$ cat config.mk
export PLATFORM = sky130hd
export DESIGN_NAME = wave_voice_sequencer_flat
export DESIGN_NICKNAME = d
export VERILOG_FILES = /design/src/rtl/synth_pkg.sv /design/src/rtl/wave_voice_sequencer_if.sv /design/src/rtl/rom.sv /design/src/rtl/wave_rom_bank.sv /design/src/rtl/wave_voice_sequencer.sv /design/src/flat_wrapper.sv
export SDC_FILE = /design/constraint.sdc
export NUM_CORES = 1
export LEC_CHECK = 0
export CAP_MARGIN = 40
export CORE_MARGIN = 2
export CORE_UTILIZATION = 63
export CTS_CLUSTER_SIZE = 12
export DETAILED_ROUTE_END_ITERATION = 8
export PLACE_DENSITY = 0.88
export REMOVE_ABC_BUFFERS = 1
export SETUP_SLACK_MARGIN = 0.02
export SLEW_MARGIN = 20
export SYNTH_ARGS = -nofsm -noshare
export SYNTH_HDL_FRONTEND = slang
export SYNTH_HIERARCHICAL = 1
export SYNTH_SLANG_ARGS = --single-unit
$ cat constraint.sdc
create_clock -name Clk -period 20.3 [get_ports Clk]
set_input_delay 4.06 -clock Clk [delete_from_list [all_inputs] [get_ports Clk]]
set_output_delay 4.06 -clock Clk [all_outputs]
set_load 0.01 [all_outputs]
$ cat src/rtl/synth_pkg.sv
// synth_pkg: shared types for the synth datapath.
//   shape_e     - wavetable shape codes as carried on voice_sel
//   seq_state_e - wave_voice_sequencer frame FSM states
//   next_shape  - morph target shape, wrapping triangle back to sine
package synth_pkg;

    localparam int NUM_SHAPES = 4;

    typedef enum logic [1:0] {
        SHAPE_SINE   = 2'd0,
        SHAPE_SQUARE = 2'd1,
        SHAPE_SAW    = 2'd2,
        SHAPE_TRI    = 2'd3
    } shape_e;

    typedef enum logic [1:0] {
        ST_IDLE  = 2'd0,
        ST_RUN   = 2'd1,
        ST_DRAIN = 2'd2
    } seq_state_e;

    // 2-bit add wraps naturally: TRI + 1 -> SINE.
    function automatic shape_e next_shape(input shape_e s);
        return shape_e'(s + 2'd1);
    endfunction

endpackage

$ cat src/rtl/wave_voice_sequencer_if.sv
// wave_voice_sequencer_if: voice bus between the phase accumulators, the
// wave_voice_sequencer and the mixer.
//   master (phase side / mixer): drives sample_tick, voice_addr, voice_sel,
//                                voice_morph, overrun_clr; sees voice_data,
//                                frame_valid, busy, overrun
//   slave  (sequencer):          the reverse
// Per-voice fields are packed flat, voice v at [v*W +: W].
interface wave_voice_sequencer_if #(
    parameter int NUM_VOICES = 4,
    parameter int ADDR_W     = 12,
    parameter int DATA_W     = 16,
    parameter int MORPH_W    = 8
);
    logic                          sample_tick;
    logic [NUM_VOICES*ADDR_W-1:0]  voice_addr;
    logic [NUM_VOICES*2-1:0]       voice_sel;
    logic [NUM_VOICES*MORPH_W-1:0] voice_morph;
    logic                          overrun_clr;
    logic [NUM_VOICES*DATA_W-1:0]  voice_data;
    logic                          frame_valid;
    logic                          busy;
    logic                          overrun;

    modport master (
        output sample_tick, voice_addr, voice_sel, voice_morph, overrun_clr,
        input  voice_data, frame_valid, busy, overrun
    );

    modport slave (
        input  sample_tick, voice_addr, voice_sel, voice_morph, overrun_clr,
        output voice_data, frame_valid, busy, overrun
    );
endinterface

$ cat src/rtl/rom.sv
// rom: single-port synchronous-read ROM, one cycle read latency.
//   clk  - read clock
//   cs   - chip select; q holds while low
//   addr - read address
//   q    - registered read data
// Contents are a self-identifying ramp: word = FILL_ID * 2**ADDR_W + addr.
// INIT_FILE names the image used by the production ROM flow.
module rom #(
  parameter int ADDR_W    = 12,
  parameter int DATA_W    = 16,
  parameter     INIT_FILE = "",
  parameter int FILL_ID   = 0
) (
  input  logic              clk,
  input  logic              cs,
  input  logic [ADDR_W-1:0] addr,
  output logic [DATA_W-1:0] q
);
  always_ff @(posedge clk) begin
    if (cs) q <= DATA_W'(FILL_ID * (2**ADDR_W)) + DATA_W'(addr);
  end
endmodule

$ cat src/rtl/wave_rom_bank.sv
// wave_rom_bank: the four shape ROMs on one shared address, always enabled.
//   clk  - system clock
//   addr - shared read address
//   q    - registered samples, q[shape_e] for each shape
// A/B shape selection is left to the caller.
module wave_rom_bank
    import synth_pkg::*;
#(
    parameter int ADDR_W      = 12,
    parameter int DATA_W      = 16,
    parameter     SINE_FILE   = "sine.mem",
    parameter     SQUARE_FILE = "square.mem",
    parameter     SAW_FILE    = "saw.mem",
    parameter     TRI_FILE    = "triangle.mem"
) (
    input  logic                                clk,
    input  logic [ADDR_W-1:0]                   addr,
    output logic [NUM_SHAPES-1:0][DATA_W-1:0]   q
);
    rom #(.ADDR_W(ADDR_W), .DATA_W(DATA_W), .INIT_FILE(SINE_FILE), .FILL_ID(int'(SHAPE_SINE)))
        u_sine   (.clk(clk), .cs(1'b1), .addr(addr), .q(q[SHAPE_SINE]));
    rom #(.ADDR_W(ADDR_W), .DATA_W(DATA_W), .INIT_FILE(SQUARE_FILE), .FILL_ID(int'(SHAPE_SQUARE)))
        u_square (.clk(clk), .cs(1'b1), .addr(addr), .q(q[SHAPE_SQUARE]));
    rom #(.ADDR_W(ADDR_W), .DATA_W(DATA_W), .INIT_FILE(SAW_FILE), .FILL_ID(int'(SHAPE_SAW)))
        u_saw    (.clk(clk), .cs(1'b1), .addr(addr), .q(q[SHAPE_SAW]));
    rom #(.ADDR_W(ADDR_W), .DATA_W(DATA_W), .INIT_FILE(TRI_FILE), .FILL_ID(int'(SHAPE_TRI)))
        u_tri    (.clk(clk), .cs(1'b1), .addr(addr), .q(q[SHAPE_TRI]));
endmodule

$ cat src/rtl/wave_voice_sequencer.sv
// wave_voice_sequencer: time-multiplexes one wave_rom_bank across NUM_VOICES
// voices per sample frame and blends each voice between its base shape (A)
// and the next shape (B) by its morph weight.
//   Clk   - system clock
//   Reset - asynchronous active-low reset
//   bus   - wave_voice_sequencer_if slave: sample_tick / voice_addr /
//           voice_sel / voice_morph / overrun_clr in; voice_data /
//           frame_valid / busy / overrun out
// Pipeline per voice: address (idx) -> ROM register -> blend + slot write.
module wave_voice_sequencer
    import synth_pkg::*;
#(
    parameter int NUM_VOICES  = 4,
    parameter int ADDR_W      = 12,
    parameter int DATA_W      = 16,
    parameter int MORPH_W     = 8,
    parameter     SINE_FILE   = "sine.mem",
    parameter     SQUARE_FILE = "square.mem",
    parameter     SAW_FILE    = "saw.mem",
    parameter     TRI_FILE    = "triangle.mem"
) (
    input  logic                  Clk,
    input  logic                  Reset,
    wave_voice_sequencer_if.slave bus
);
    localparam int IDX_W  = (NUM_VOICES > 1) ? $clog2(NUM_VOICES) : 1;
    localparam logic [IDX_W-1:0] LAST_IDX = IDX_W'(NUM_VOICES - 1);
    localparam int PROD_W = DATA_W + MORPH_W + 1;

    seq_state_e                           state;
    logic [IDX_W-1:0]                     idx;
    logic [NUM_VOICES-1:0][ADDR_W-1:0]    snap_addr;
    logic [NUM_VOICES-1:0][1:0]           snap_sel;
    logic [NUM_VOICES-1:0][MORPH_W-1:0]   snap_morph;

    // Tags travelling alongside the ROM read register.
    logic                                 rd_vld;
    logic [IDX_W-1:0]                     rd_idx;
    shape_e                               rd_sel;
    logic [MORPH_W-1:0]                   rd_morph;

    logic [NUM_VOICES-1:0][DATA_W-1:0]    vdata;
    logic                                 frame_valid_r;
    logic                                 busy_r;
    logic                                 overrun_r;

    logic [ADDR_W-1:0]                    rom_addr;
    logic [NUM_SHAPES-1:0][DATA_W-1:0]    rom_q;

    assign rom_addr = snap_addr[idx];

    wave_rom_bank #(
        .ADDR_W(ADDR_W), .DATA_W(DATA_W),
        .SINE_FILE(SINE_FILE), .SQUARE_FILE(SQUARE_FILE),
        .SAW_FILE(SAW_FILE), .TRI_FILE(TRI_FILE)
    ) u_bank (
        .clk  (Clk),
        .addr (rom_addr),
        .q    (rom_q)
    );

    // Shared blend: A + ((B - A) * morph) >>> MORPH_W. Since morph < 2**MORPH_W
    // the result stays between A and B, so truncating to DATA_W is exact.
    logic signed [DATA_W-1:0] samp_a;
    logic signed [DATA_W-1:0] samp_b;
    logic signed [DATA_W:0]   diff;
    logic signed [PROD_W-1:0] prod;
    logic [DATA_W-1:0]        blend;

    always_comb begin
        samp_a = $signed(rom_q[rd_sel]);
        samp_b = $signed(rom_q[next_shape(rd_sel)]);
        diff   = (DATA_W+1)'(samp_b) - (DATA_W+1)'(samp_a);
        prod   = PROD_W'(diff) * PROD_W'($signed({1'b0, rd_morph}));
        blend  = DATA_W'(PROD_W'(samp_a) + (prod >>> MORPH_W));
    end

    always_ff @(posedge Clk or negedge Reset) begin
        if (!Reset) begin
            state         <= ST_IDLE;
            idx           <= '0;
            snap_addr     <= '0;
            snap_sel      <= '0;
            snap_morph    <= '0;
            rd_vld        <= 1'b0;
            rd_idx        <= '0;
            rd_sel        <= SHAPE_SINE;
            rd_morph      <= '0;
            vdata         <= '0;
            frame_valid_r <= 1'b0;
            busy_r        <= 1'b0;
            overrun_r     <= 1'b0;
        end else begin
            frame_valid_r <= 1'b0;

            // ROM data for voice idx lands this edge; capture its tags.
            rd_vld   <= (state == ST_RUN);
            rd_idx   <= idx;
            rd_sel   <= shape_e'(snap_sel[idx]);
            rd_morph <= snap_morph[idx];

            if (rd_vld) vdata[rd_idx] <= blend;

            // A new overrun beats a simultaneous clear.
            if (bus.sample_tick && busy_r) overrun_r <= 1'b1;
            else if (bus.overrun_clr)      overrun_r <= 1'b0;

            unique case (state)
                ST_IDLE: begin
                    if (bus.sample_tick) begin
                        snap_addr  <= bus.voice_addr;
                        snap_sel   <= bus.voice_sel;
                        snap_morph <= bus.voice_morph;
                        idx        <= '0;
                        busy_r     <= 1'b1;
                        state      <= ST_RUN;
                    end
                end
                ST_RUN: begin
                    if (idx == LAST_IDX) state <= ST_DRAIN;
                    else                 idx   <= idx + IDX_W'(1);
                end
                ST_DRAIN: begin
                    // Last voice is in the blend stage now; its slot write
                    // and the frame strobe share the next edge.
                    frame_valid_r <= 1'b1;
                    busy_r        <= 1'b0;
                    idx           <= '0;
                    state         <= ST_IDLE;
                end
                default: state <= ST_IDLE;
            endcase
        end
    end

    assign bus.voice_data  = vdata;
    assign bus.frame_valid = frame_valid_r;
    assign bus.busy        = busy_r;
    assign bus.overrun     = overrun_r;

endmodule

$ cat src/flat_wrapper.sv
// flat-port wrapper written by rule: the top's interface ports become plain ports
module wave_voice_sequencer_flat import synth_pkg::*;
#(
    parameter int NUM_VOICES  = 4,
    parameter int ADDR_W      = 12,
    parameter int DATA_W      = 16,
    parameter int MORPH_W     = 8,
    parameter     SINE_FILE   = "        ",
    parameter     SQUARE_FILE = "          ",
    parameter     SAW_FILE    = "       ",
    parameter     TRI_FILE    = "            "
)
  (Clk, Reset, bus_sample_tick, bus_voice_addr, bus_voice_sel, bus_voice_morph, bus_overrun_clr, bus_voice_data, bus_frame_valid, bus_busy, bus_overrun);
  wave_voice_sequencer_if #(.NUM_VOICES(NUM_VOICES), .ADDR_W(ADDR_W), .DATA_W(DATA_W), .MORPH_W(MORPH_W)) bus_i ();
  input  logic Clk;
  input  logic Reset;
  input wire logic [$bits(bus_i.sample_tick)-1:0] bus_sample_tick;
  input wire logic [$bits(bus_i.voice_addr)-1:0] bus_voice_addr;
  input wire logic [$bits(bus_i.voice_sel)-1:0] bus_voice_sel;
  input wire logic [$bits(bus_i.voice_morph)-1:0] bus_voice_morph;
  input wire logic [$bits(bus_i.overrun_clr)-1:0] bus_overrun_clr;
  output wire logic [$bits(bus_i.voice_data)-1:0] bus_voice_data;
  output wire logic [$bits(bus_i.frame_valid)-1:0] bus_frame_valid;
  output wire logic [$bits(bus_i.busy)-1:0] bus_busy;
  output wire logic [$bits(bus_i.overrun)-1:0] bus_overrun;
  assign bus_i.sample_tick = bus_sample_tick;
  assign bus_i.voice_addr = bus_voice_addr;
  assign bus_i.voice_sel = bus_voice_sel;
  assign bus_i.voice_morph = bus_voice_morph;
  assign bus_i.overrun_clr = bus_overrun_clr;
  assign bus_voice_data = bus_i.voice_data;
  assign bus_frame_valid = bus_i.frame_valid;
  assign bus_busy = bus_i.busy;
  assign bus_overrun = bus_i.overrun;
  wave_voice_sequencer #(.NUM_VOICES(NUM_VOICES), .ADDR_W(ADDR_W), .DATA_W(DATA_W), .MORPH_W(MORPH_W), .SINE_FILE(SINE_FILE), .SQUARE_FILE(SQUARE_FILE), .SAW_FILE(SAW_FILE), .TRI_FILE(TRI_FILE)) u_core (.Clk(Clk), .Reset(Reset), .bus(bus_i));
endmodule
==> run_results.csv <==
group,metric,value,unit
run_status,status,"finished clean",
synth,synth_cells,1370,
synth,yosysUniqueCellTypes,58,
clock_network,ctsHoldBuffers,0,
floorplan,die-area,24900,um^2
placed_design,portBuffers,158,
timing,whs,0.482,ns
hold_path,hp-start,"u_core/bus.voice_data[11]",
critical_path,worst-setup-path-type,"reg -> reg",
routing,drt_pass1_iterations,8,
timing,fmax,98.6,MHz
placed_design,place_ws,10.36,ns
clock_network,cts.sinks,220,
job,maxCapViolCount,0,
clock_network,cts_resized,0,
clock_network,clock_latency,0.53,ns
routing,avgViaCountPerCell,5.65,
critical_path,r2r-start,"u_core/rd_sel[1]",
clock_network,cts_root_buf,"clkbuf_16",
clock_network,postCtsSetupRepairBufs,0,
final_layout,drive_above_1_share,12.4,%
global_route,grt_pass1_wl,56500,um
global_route,grt_pass1_vias,11400,
critical_path,cp.arrival,10.59,ns
routing,vias,10700,
critical_path,cp-startpoint,"u_core/rd_sel[1]",
final_layout,diodes,0,
timing,hold_violations,0,
hold_path,worstHoldPathType,"reg -> reg",
final_layout,final_cell_mix,"dfrtp_1 (170), inv_1 (166), nand2_1 (161)",
critical_path,cp-start-kind,"flip-flop",
timing,setup_ws,10.16,ns
synth,synthFlopType,"dfrtp_1",
timing,maxSlewHeadroom,39.4,%
timing,slew_viol_final,0,
timing,setup_tns,0,ns
clock_network,clkTransAtPathRegs,0.06,ns
critical_path,crit_required,20.75,ns
final_layout,syn_to_final_growth,18.4,%
clock_network,cts_tree,"yes",
global_route,antenna_found_initial,0,
floorplan,die_h,158,um
clock_network,cts_buffer_depth,3,
timing,setup-violations-final,0,
synth,synthArstFlopShare,78.2,%
floorplan,num_rows,56,
timing,rsz0062_at_grt,"false",
routing,wl_per_cell,18.5,um
routing,initialDrtViolationCount,750,
timing,min_period_over_period,50.0,%
synth,synth-edff-count,48,
placed_design,place.gp.congestion,0.914,
final_layout,stdcell_count,1891,
synth,mappedNetlistArea,14900,um^2
routing,drc,0,
floorplan,start_util,64.0,%
placed_design,dp.cells,1848,
final_layout,final.fill_count,1465,
floorplan,die_width,158,um
synth,avgSynthCellArea,10.9,um^2
critical_path,cp-end-kind,"flip-flop",
synth,synth_area_leaders,"dfrtp_1 (29%), fa_1 (14%), edfxtp_1 (9.7%)",
global_route,grt_start_max_net_pins,92,
floorplan,core-area,23300,um^2
synth,synth_top_area_share,28.8,%
clock_network,cts_htree_levels,1,
global_route,grt_use_total,29.0,%
timing,clock_skew,0.0219,ns
critical_path,crit_slowest_cell,"xnor2_1",
global_route,overflow,0,
final_layout,layout.nets,1828,
timing,fin_crit,10.14,ns
final_layout,final_common_cell,"dfrtp_1",
critical_path,slowest_delay,0.57,ns
synth,synth_warnings,6,
clock_network,cts_buffers,23,
timing,tightestPinTransition,0.910,ns
synth,yosysSeqAreaShare,38.5,%
placed_design,dpl.hpwl,25600,um
synth,ys_ff_latch,220,
routing,wl,35000,um
synth,synth_top_area_cell,"dfrtp_1",
critical_path,path_max_fanout,47,
floorplan,ios,159,
routing,antenna_left,0,
routing by layer:
metal  wire length, um  part of all wire (%)  global-route usage [%]  vias up
li1                  -                     -                       -     4853
met1             13600                    39                    35.5     5347
met2             18000                    51                    51.5      380
met3              2000                   5.7                    4.54      106
met4              1390                   4.0                    11.5        0
met5                 0                     0                       0        -
cells in the mapped netlist, drive strengths merged, types with 2 or more instances:
| master | instances |
|---|---|
| mux2 | 111 |
| inv | 166 |
| nor3 | 17 |
| o21bai | 3 |
| nand2 | 161 |
| or4 | 4 |
| conb | 8 |
| a21oi | 52 |
| a211o | 2 |
| nand3b | 3 |
| and2 | 48 |
| o31ai | 3 |
| a31oi | 3 |
| nand2b | 6 |
| ha | 76 |
| a21o | 16 |
| nand4 | 3 |
| or3 | 4 |
| dfrtp | 172 |
| o211ai | 2 |
| o21ai | 73 |
| o21a | 24 |
| xnor2 | 29 |
| nand3 | 12 |
| mux4 | 24 |
| nor3b | 3 |
| and3 | 2 |
| fa | 104 |
| nor2 | 50 |
| edfxtp | 48 |
| xor2 | 13 |
| mux2i | 30 |
| clkbuf | 37 |
| a21boi | 2 |
| or2 | 3 |
| nor4 | 2 |
| nor2b | 15 |
| buf | 29 |
per-stage QoR:
step                      util (%)  cell area (um^2)
after floorplan                  -             14800
after global placement        72.3             16900
after detailed placement      72.5             16900
after CTS                     75.5             17600
after global routing          75.7             17700
final                         75.7             17700
final timing paths:
check                      depth (start not counted)  slack (ns)                        end
max                                               40       10.16  u_core/bus.voice_data[15]
min                                                2        0.48  u_core/bus.voice_data[11]
max reg2reg                                       40       10.16  u_core/bus.voice_data[15]
min reg2reg                                        2        0.48  u_core/bus.voice_data[11]
max in group asynchronous                          4       15.66         u_core/rd_morph[1]
min in group asynchronous                          1        3.32     u_core/bus.frame_valid
state kept, by name, indices dropped and copies added, names as in the netlist:
signal,count
u_core/u_bank/u_saw/q,12
u_core/bus.frame_valid,1
u_core/rd_morph,8
u_core/rd_vld,1
u_core/u_bank/u_tri/q,12
u_core/bus.voice_data,64
u_core/snap_sel,8
u_core/state,2
u_core/snap_addr,48
u_core/idx,2
u_core/bus.overrun,1
u_core/rd_sel,2
u_core/u_bank/u_square/q,12
u_core/snap_morph,32
u_core/rd_idx,2
u_core/u_bank/u_sine/q,12
u_core/bus.busy,1
critical path: cells and delay by family, from the launching register on:
family | cells | cell delay (ns)
buffers and inverters | 5 | 0.79
flip-flops | 1 | 0.34
AND/OR/NAND/NOR | 8 | 1.64
adder cells (fa/ha/maj) | 7 | 2.96
AO/OA/AOI/OAI | 17 | 3.15
XOR/XNOR | 2 | 0.73
multiplexers | 1 | 0.42
cell families after synthesis:
group	Yosys count	synth area share (%)
buffers and inverters	232	6.25
AOI/OAI and AO/OA	187	7.74
muxes	165	14.0
adders and majority gates	180	20.3
other	8	0.201
and+or+nand+nor	336	10.5
xor gates and xnor gates	42	2.51
DFF	220	38.5
cell type report:
| type | instances | area, um^2 | area share (%) |
|---|---|---|---|
| multi-input cells | 974 | 8460 | 47.9 |
| well taps | 319 | 399 | 2.26 |
| clock inverters | 3 | 30.0 | 0.170 |
| clock buffers | 38 | 663 | 3.75 |
| inverters | 166 | 623 | 3.53 |
| repair buffers | 171 | 1740 | 9.85 |
| flip-flops and latches | 220 | 5750 | 32.5 |
Power is left out: the tool's default activity adds up to more than one toggle a clock period on the data nets, which glitch-free logic cannot reach.
